File: src/rtl/sar_adc_ctrl_if.sv
// Purpose : bundles the request, comparator, DAC and result signals of the
//           SAR ADC controller into one port.
// Latency : none; wires only.
// Backpressure: result_valid/result_ready handshake; result held until accepted.
// Ports (master = controller side):
//   start        in   conversion request, level-sampled
//   comp_in      in   asynchronous comparator output, 1 = Vin >= Vdac
//   result_ready in   consumer accepts result
//   dac_code     out  registered trial/final code to the DAC
//   sample_hold  out  1 = track, 0 = hold
//   busy         out  conversion in progress
//   result       out  last completed conversion
//   result_valid out  result available
interface sar_adc_ctrl_if #(
  parameter int WIDTH = 10
);
  logic             start;
  logic             comp_in;
  logic             result_ready;
  logic [WIDTH-1:0] dac_code;
  logic             sample_hold;
  logic             busy;
  logic [WIDTH-1:0] result;
  logic             result_valid;

  modport master (
    input  start,
    input  comp_in,
    input  result_ready,
    output dac_code,
    output sample_hold,
    output busy,
    output result,
    output result_valid
  );

  modport slave (
    output start,
    output comp_in,
    output result_ready,
    input  dac_code,
    input  sample_hold,
    input  busy,
    input  result,
    input  result_valid
  );
endinterface

File: src/rtl/sar_adc_ctrl.sv
// Purpose : successive-approximation ADC controller; drives trial codes into the
//           DAC, samples an external comparator, returns the converted code.
// Latency : SAMPLE_CYCLES + WIDTH*(SETTLE_CYCLES+1) cycles from start to result_valid.
// Backpressure: result/result_valid held in DONE until result_ready; start ignored meanwhile.
// Ports:
//   CLK    core clock (PLL output)
//   reset  asynchronous active-low reset
//   bus    sar_adc_ctrl_if master modport (start, comp_in, result_ready in;
//          dac_code, sample_hold, busy, result, result_valid out)
module sar_adc_ctrl #(
  parameter int WIDTH         = 10,
  parameter int SAMPLE_CYCLES = 4,
  parameter int SETTLE_CYCLES = 2
) (
  input  logic          CLK,
  input  logic          reset,
  sar_adc_ctrl_if.master bus
);

  localparam int CNT_MAX = (SAMPLE_CYCLES > SETTLE_CYCLES) ? SAMPLE_CYCLES : SETTLE_CYCLES;
  localparam int CW      = (CNT_MAX > 1) ? $clog2(CNT_MAX) : 1;
  localparam int IW      = (WIDTH > 1) ? $clog2(WIDTH) : 1;

  localparam logic [CW-1:0] SAMPLE_LAST = CW'(SAMPLE_CYCLES - 1);
  localparam logic [CW-1:0] SETTLE_LAST = CW'(SETTLE_CYCLES - 1);
  localparam logic [IW-1:0] IDX_MSB     = IW'(WIDTH - 1);

  localparam logic [2:0] ST_IDLE   = 3'd0;
  localparam logic [2:0] ST_SAMPLE = 3'd1;
  localparam logic [2:0] ST_SETTLE = 3'd2;
  localparam logic [2:0] ST_DECIDE = 3'd3;
  localparam logic [2:0] ST_DONE   = 3'd4;

  if (SAMPLE_CYCLES < 1) begin : g_bad_sample
    $error("sar_adc_ctrl: SAMPLE_CYCLES must be >= 1");
  end
  if (SETTLE_CYCLES < 2) begin : g_bad_settle
    $error("sar_adc_ctrl: SETTLE_CYCLES must be >= 2 to cover the comparator synchronizer");
  end

  logic [2:0]       state;
  logic [CW-1:0]    cnt;
  logic [IW-1:0]    bit_idx;
  logic [WIDTH-1:0] dac_q;
  logic [WIDTH-1:0] result_q;
  logic             result_valid_q;
  logic             busy_q;
  logic             sample_hold_q;

  logic             comp_s1;
  logic             comp_s;

  logic [WIDTH-1:0] decided;
  logic [WIDTH-1:0] next_trial;

  // Two-flop synchronizer; nothing downstream ever looks at raw comp_in.
  always_ff @(posedge CLK or negedge reset) begin
    if (!reset) begin
      comp_s1 <= 1'b0;
      comp_s  <= 1'b0;
    end else begin
      comp_s1 <= bus.comp_in;
      comp_s  <= comp_s1;
    end
  end

  // The DAC register doubles as the working code: the bit under test is
  // replaced by the comparator decision, then the next lower bit is tried.
  always_comb begin
    decided          = dac_q;
    decided[bit_idx] = comp_s;
    next_trial       = decided;
    if (bit_idx != '0) begin
      next_trial[bit_idx - 1'b1] = 1'b1;
    end
  end

  always_ff @(posedge CLK or negedge reset) begin
    if (!reset) begin
      state          <= ST_IDLE;
      cnt            <= '0;
      bit_idx        <= '0;
      dac_q          <= '0;
      result_q       <= '0;
      result_valid_q <= 1'b0;
      busy_q         <= 1'b0;
      sample_hold_q  <= 1'b0;
    end else begin
      case (state)
        ST_IDLE: begin
          if (bus.start) begin
            state         <= ST_SAMPLE;
            cnt           <= '0;
            busy_q        <= 1'b1;
            sample_hold_q <= 1'b1;
          end
        end

        ST_SAMPLE: begin
          if (cnt == SAMPLE_LAST) begin
            state         <= ST_SETTLE;
            cnt           <= '0;
            sample_hold_q <= 1'b0;
            bit_idx       <= IDX_MSB;
            dac_q         <= {1'b1, {(WIDTH-1){1'b0}}};
          end else begin
            cnt <= cnt + 1'b1;
          end
        end

        ST_SETTLE: begin
          if (cnt == SETTLE_LAST) begin
            state <= ST_DECIDE;
            cnt   <= '0;
          end else begin
            cnt <= cnt + 1'b1;
          end
        end

        ST_DECIDE: begin
          if (bit_idx != '0) begin
            dac_q   <= next_trial;
            bit_idx <= bit_idx - 1'b1;
            state   <= ST_SETTLE;
            cnt     <= '0;
          end else begin
            dac_q          <= decided;
            result_q       <= decided;
            result_valid_q <= 1'b1;
            busy_q         <= 1'b0;
            state          <= ST_DONE;
          end
        end

        ST_DONE: begin
          // start is only honoured on the handshake edge, which allows
          // back-to-back conversions without an idle cycle.
          if (bus.result_ready) begin
            result_valid_q <= 1'b0;
            if (bus.start) begin
              state         <= ST_SAMPLE;
              cnt           <= '0;
              busy_q        <= 1'b1;
              sample_hold_q <= 1'b1;
            end else begin
              state <= ST_IDLE;
            end
          end
        end

        default: begin
          state          <= ST_IDLE;
          cnt            <= '0;
          result_valid_q <= 1'b0;
          busy_q         <= 1'b0;
          sample_hold_q  <= 1'b0;
        end
      endcase
    end
  end

  assign bus.dac_code     = dac_q;
  assign bus.sample_hold  = sample_hold_q;
  assign bus.busy         = busy_q;
  assign bus.result       = result_q;
  assign bus.result_valid = result_valid_q;

endmodule

File: src/flat_wrapper.sv
// flat-port wrapper written by rule: the top's interface ports become plain ports
module sar_adc_ctrl_flat 
#(
  parameter int WIDTH         = 10,
  parameter int SAMPLE_CYCLES = 4,
  parameter int SETTLE_CYCLES = 2
)
  (CLK, reset, bus_start, bus_comp_in, bus_result_ready, bus_dac_code, bus_sample_hold, bus_busy, bus_result, bus_result_valid);
  sar_adc_ctrl_if #(.WIDTH(WIDTH)) bus_i ();
  input  logic CLK;
  input  logic reset;
  input wire logic [$bits(bus_i.start)-1:0] bus_start;
  input wire logic [$bits(bus_i.comp_in)-1:0] bus_comp_in;
  input wire logic [$bits(bus_i.result_ready)-1:0] bus_result_ready;
  output wire logic [$bits(bus_i.dac_code)-1:0] bus_dac_code;
  output wire logic [$bits(bus_i.sample_hold)-1:0] bus_sample_hold;
  output wire logic [$bits(bus_i.busy)-1:0] bus_busy;
  output wire logic [$bits(bus_i.result)-1:0] bus_result;
  output wire logic [$bits(bus_i.result_valid)-1:0] bus_result_valid;
  assign bus_i.start = bus_start;
  assign bus_i.comp_in = bus_comp_in;
  assign bus_i.result_ready = bus_result_ready;
  assign bus_dac_code = bus_i.dac_code;
  assign bus_sample_hold = bus_i.sample_hold;
  assign bus_busy = bus_i.busy;
  assign bus_result = bus_i.result;
  assign bus_result_valid = bus_i.result_valid;
  sar_adc_ctrl #(.WIDTH(WIDTH), .SAMPLE_CYCLES(SAMPLE_CYCLES), .SETTLE_CYCLES(SETTLE_CYCLES)) u_core (.CLK(CLK), .reset(reset), .bus(bus_i));
endmodule
File: config.mk
export PLATFORM = sky130hd
export DESIGN_NAME = sar_adc_ctrl_flat
export DESIGN_NICKNAME = d
export VERILOG_FILES = /design/src/rtl/sar_adc_ctrl_if.sv /design/src/rtl/sar_adc_ctrl.sv /design/src/flat_wrapper.sv
export SDC_FILE = /design/constraint.sdc
export NUM_CORES = 1
export LEC_CHECK = 0
export BUFFER_PORTS_ARGS = -buffer_cell sky130_fd_sc_hd__buf_2
export CAP_MARGIN = 25
export CORE_MARGIN = 8
export CORE_UTILIZATION = 35
export CTS_BUF_LIST = sky130_fd_sc_hd__clkbuf_16
export CTS_CLUSTER_DIAMETER = 120
export DETAILED_ROUTE_END_ITERATION = 8
export GPL_TIMING_DRIVEN = 0
export MAX_ROUTING_LAYER = met4
export PLACE_DENSITY = 0.56
export SLEW_MARGIN = 30
export SYNTH_ARGS = -nofsm -noshare
export SYNTH_HDL_FRONTEND = slang
export SYNTH_SLANG_ARGS = --single-unit
File: constraint.sdc
create_clock -name CLK -period 3.85 [get_ports CLK]
set_clock_uncertainty 0.1 [all_clocks]
set_input_delay 0.385 -clock CLK [delete_from_list [all_inputs] [get_ports CLK]]
set_output_delay 0.385 -clock CLK [all_outputs]
set_load 0.03 [all_outputs]
# Word level (Yosys, flattened, before mapping)
# Cells that the tools add are included.
# Widths: inputs -> output; s select.
# op_classes
addsub	2
n_mul	0
div	0
magnitude_cmp	4
eq_ne	12
n_shift	0
mux	35
bitwise	5
reduce_logical	16
# ops
cell	count
$mux 10	2
$pmux 10 s2	1
$mux 3	5
$pmux 3 s5	1
$reduce_and 3->1	4
$mux 1	11
$bwmux 10	1
$lt 4x5->1 const B	2
$mux 2	5
$or 10x10->10	1
$pmux 2 s5	1
$demux 1 s4	2
$ge 4x1->1 const B	2
$mux 4	2
$pmux 1 s4	2
$pmux 4 s2	1
$eq 3x2->1 const B	2
$ne 2x1->1 const B	3
$ne 2x2->1 const B	3
$reduce_and 2->1	3
$not 1->1	4
$reduce_and 4->1	1
$reduce_bool 4->1	1
$reduce_or 2->1	2
11 further kinds	12
# totals
ff_bits	34
latch_bits	0
ram_bits	0
mem_bits_ro	0
in_bits	5
output_inout_bits	23
word_cells	84
n_memories	0

# Depth between registers and ports, before layout
# logic_depth
ltp_word	8
ltp_mapped	9
ltp_nobuf	6

# Worst setup path before layout
# OpenSTA, ideal clock, no wires.
# synth_path
path_kind	reg-to-reg
from	register u_core.bit_idx[0]
to	register u_core.result_q[0], in the netlist u_core.bus.result[0]
arrival_time_ps	1579
t_required_ps	3625
path_slack_ps	2046
path_stages_with_launch	8
n_path_buf	3
period_less_slack_ps	1804
path_cell_list	dfrtp_1 clkbuf_1 inv_1 ha_1 buf_2 nand3_1 buf_4 mux2_4
# synth_between
elab_chain_cells	5
elab_cells_between_ends	9
cone_classes	order compare: 2; mux: 3; bitwise: 1; reduce/logical: 3
# synth_lines
element	line_no	text
start, declared	sar_adc_ctrl.sv:43	logic [IW-1:0] bit_idx;
start signal, assigned	sar_adc_ctrl.sv:123	bit_idx <= bit_idx - 1'b1;
$lt 4x5->1 (implied by the code) / $ge 4x1->1 (equally long branches)	sar_adc_ctrl.sv:71	decided[bit_idx] = comp_s;
$logic_and 1x1->1 (implied by the code)	sar_adc_ctrl.sv:71	
$mux 1 (implied by the code)	sar_adc_ctrl.sv:71	
$demux 1 s4	--	
$bwmux 10	sar_adc_ctrl.sv:71	
end signal, assigned	sar_adc_ctrl.sv:128	result_q <= decided;
end, declared	sar_adc_ctrl.sv:45	logic [WIDTH-1:0] result_q;
# Several ways; a longest one is shown, not always the timed one.
# A chain may end at the register's enable or synchronous reset.

# Worst setup path in the final report
# layout_path
from	register u_core.bit_idx[0]
to	register u_core.dac_q[5], in the netlist u_core.bus.dac_code[5]
# layout_between
elab_chain_cells	8
elab_cells_between_ends	16
cone_classes	add/sub: 1; order compare: 4; mux: 7; bitwise: 1; reduce/logical: 3
# layout_lines
element	line_no	text
$sub 4x1->4, or another cell as far along	sar_adc_ctrl.sv:74	next_trial[bit_idx - 1'b1] = 1'b1;
$lt 4x5->1 (implied by the code), or another cell as far along	sar_adc_ctrl.sv:74	
$logic_and 1x1->1 (implied by the code) / $mux 1 (equally long branches)	sar_adc_ctrl.sv:74, sar_adc_ctrl.sv:71	
$mux 1 (implied by the code) / $demux 1 s4 (equally long branches)	--	
$demux 1 s4 / $bwmux 10 (equally long branches)	--	
$or 10x10->10 (no line)	--	
$mux 10 (*)	sar_adc_ctrl.sv:121	if (bit_idx != '0) begin
$pmux 10 s2 (*)	sar_adc_ctrl.sv:89	case (state)
end signal, assigned	sar_adc_ctrl.sv:105	dac_q <= {1'b1, {(WIDTH-1){1'b0}}};
end signal, assigned	sar_adc_ctrl.sv:122	dac_q <= next_trial;
end signal, assigned	sar_adc_ctrl.sv:127	dac_q <= decided;
end, declared	sar_adc_ctrl.sv:44	logic [WIDTH-1:0] dac_q;
# Mark *: on every way between the ends. The rest lies on a longest branch, timed or not.

==> impl_results.md <==
* Status: finished clean
* Seq. cell area at ~850 um2
* DP HPWL at approximately 3500 um
* Crit path from: u_core.bit_idx[0]$_DFFE_PN0P_
* All-Layer GR Usage at 0.132
* Post-CTS Hold Fix Bufs at 0
* Clk buf depth at 2
* FFs w/ async S/R, synth at 1.00
* Layout cell share with drive strength beyond 1 at 0.216
* Max IR drop VDD at between 300 and 400 uV
* DRC viols at 0
* Post-Syn Instances at 221
* Post-Syn Nets at between 200 and 250
* Combinational Power Share at 0.497
* Clock buffer count from CTS at 5
* FP Rows at 27
* WS Path Type: flop to flop
* Setup bufs post-CTS at 0
* Fillers at around 580
* Root Buffer: clkbuf_16
* Starting Density at 0.360
* Leading area contributor after synthesis: dfrtp_1
* Synthesized area at between 1500 and 2000 um2
* RSZ-0062 raised after global routing: no
* CP Cell Sequence: clkbuf_1 > inv_1 > ha_1 > buf_2 > nand3b_1 > o32ai_1 > nand3_1 > o211ai_1
* Worst-margin pin slew at about 0.77 ns
* CP max stage delay at around 0.4 ns
* Switching power at 0.809 mW
* Cell with the most instances after synthesis: dfrtp_1
* Register area share after synthesis at 0.431
* Clock slew at reported path FFs at 0.05 ns
* Netlist cell types at 42
* Reg power frac at 0.298
* Layout overhead on the synthesized area at 18.3%
* Minimum clock period at roughly 2.1 ns
* Synth cell count leaders: 34 x dfrtp_1, 31 x o21ai_0, 30 x nand2_1, 12 x a21oi_1, 12 x nor2_1
* Die X at ~90 um
* Worst hold slack at 0.0941 ns
* Synth warn at 0
* First-pass GRT wire length at between 8000 and 9000 um
* Largest net degree at the start of global routing at 35
* Initial antenna violation count at 0
* Yosys top cell area share at 0.431
* Vias in the first global route at approximately 1,800
* Synth top area cells: dfrtp_1 43%, o21ai_0 7.9%, nand2_1 5.7%, ha_1 4.4%, mux2i_1 4.1%
* Final hold violation count at 0
* # diodes at 0
* DIE HEIGHT at between 90 and 100 um
* Nets at around 270
* Final Cycle Share at 0.558
* RR Startpoint: u_core.bit_idx[0]$_DFFE_PN0P_
* Final wirelength at slightly above 5000 um
* CTS tree: built
* Post-detailed-route via-to-cell ratio at approximately 5.3
* Cell internal pwr at between 0.9 and 1 mW
* PostCTS Resize Cnt at 0
* I/O pin cnt at 28
* Synth Flop Type: dfrtp_1
* Final Max Tran Viols at 0
* PD cells at 773 nW/um2
* Sw Share at 0.448
* GRT Residual Overflow at 0
* Crit path launch type: flop
* Critical path peak fanout at 10
* Fin Setup TNS at 0 ns
* Leakage at about 1.1 nW
* Worst Path Required at 3.93 ns
* Syn_area_per_cell at a little under 9 um2
* DR iter-0 viols at 48
* FMAX at about 470 MHz
* Post-synth EDFFs at 0
* Yosys reg bits at 34
* Post-placement cell area at ~2200 um2
* Final setup fails at 0
* Clk pwr share at 0.205
* Drt pass-1 iters at 4
* Max Cap Viol at 0
* Routed vias at ~1,700
* Wire length per cell at about 15 um
* Core area at around 5500 um2
* GPL Wtd Cong at 0.826
* Worst slew margin at 0.485
* Multi-input combinational cell area at 983 um2
* DIE AREA at roughly 8300 um2
* Final ANT Viol Nets at 0
* H-tree depth at 2
* Worst min path class: input port to asynchronous set/reset pin
* Critical Path AT at 2.23 ns
* Core Util, Final at 0.426
* Crit path capture type: flop
* PortBufs at 27
* Reg2Reg Depth at 8
* Design Area, Final at 2330 um2
* Critical-path top delay cell: dfrtp_1
* Worst skew pair latency at roughly 0.27 ns
* Clock sink total at 34
[worst paths after layout]
check / endpoint / slack [ns]
max: u_core.bus.dac_code[5]$_DFFE_PN0P_ / 1.70
min: u_core.bus.result[4]$_DFFE_PN0P_ / 0.09
max reg2reg: u_core.bus.dac_code[5]$_DFFE_PN0P_ / 1.70
min reg2reg: u_core.comp_s$_DFF_PN0_ / 0.25
max in group asynchronous: u_core.bus.result[7]$_DFFE_PN0P_ / 3.07
min in group CLK: u_core.comp_s1$_DFF_PN0_ / 0.12
[registers in the layout (all words and copies together) (netlist names)]
register                 count
u_core.bus.result_valid      1
u_core.bus.dac_code         10
u_core.comp_s1               1
u_core.state                 3
u_core.bit_idx               4
u_core.bus.sample_hold       1
u_core.bus.result           10
u_core.bus.busy              1
u_core.comp_s                1
u_core.cnt                   2
[per-layer routing]
metal | share of wire | routed length, um | track usage | vias up
li1 | - | - | - | 844
met1 | 0.47 | 2350 | 0.155 | 836
met2 | 0.48 | 2390 | 0.211 | 37
met3 | 0.047 | 238 | 0.0329 | 4
met4 | 0.0099 | 50 | 0.0532 | 0
met5 | 0 | 0 | - | -
[critical path, delay by kind of cell (launching register included)]
kind	cells	cell delay (ns)
buffers and inverters	3	0.58
AOI/OAI and AO/OA	2	0.49
DFF	1	0.40
and+or+nand+nor	2	0.36
adders and majority gates	1	0.14
[per-stage QoR]
step | total power [mW] | cells | setup WS (ns)
5_1_grt | 1.95 | 327 | 1.47
3_5_place_dp | 1.44 | 320 | 1.72
6_report | 1.80 | 327 | 1.70
3_3_place_gp | 1.43 | 320 | 1.73
2_1_floorplan | 1.20 | 221 | 2.05
4_1_cts | 1.83 | 327 | 1.69
[power groups by stage]
stage	combinational (mW)	sequential (mW)	clock (mW)
3_5_place_dp	0.896	0.544	0
6_report	0.897	0.538	0.369
5_1_grt	0.998	0.554	0.393
4_1_cts	0.903	0.539	0.384
3_3_place_gp	0.890	0.541	0
2_1_floorplan	0.546	0.650	0
[logic make-up (layout without fill, tap and decap cells)]
logic type               count (synthesis)  in the layout  synth area share
AO/OA/AOI/OAI                           75             75             0.235
AND/OR/NAND/NOR                         68             68             0.164
flip-flops                              34             34             0.431
buffers and inverters                   27             61            0.0698
multiplexers                            10             10            0.0558
adder cells (fa/ha/maj)                  7              7            0.0444
[final cells by class]
type	instances	area share
timing repair buffer	27	0.0579
clock buffer	5	0.0536
multi-input combinational	160	0.422
buffer	20	0.0477
sequential	34	0.365
tap	72	0.0386
clock inverter	2	0.00429
inverter	7	0.0113
[cells in the final DEF, fill, tap and decap left out, types with 5 or more instances in the layout]
cell / count
nand2_1: 30
clkbuf_1: 5
dfrtp_1: 34
clkbuf_16: 5
ha_1: 7
a31oi_1: 5
inv_1: 7
o21ai_0: 31
o211ai_1: 6
a21oi_1: 12
mux2i_1: 8
buf_2: 38
nor2_1: 12
nand3_1: 7
Power figures use the tool's default switching activity.
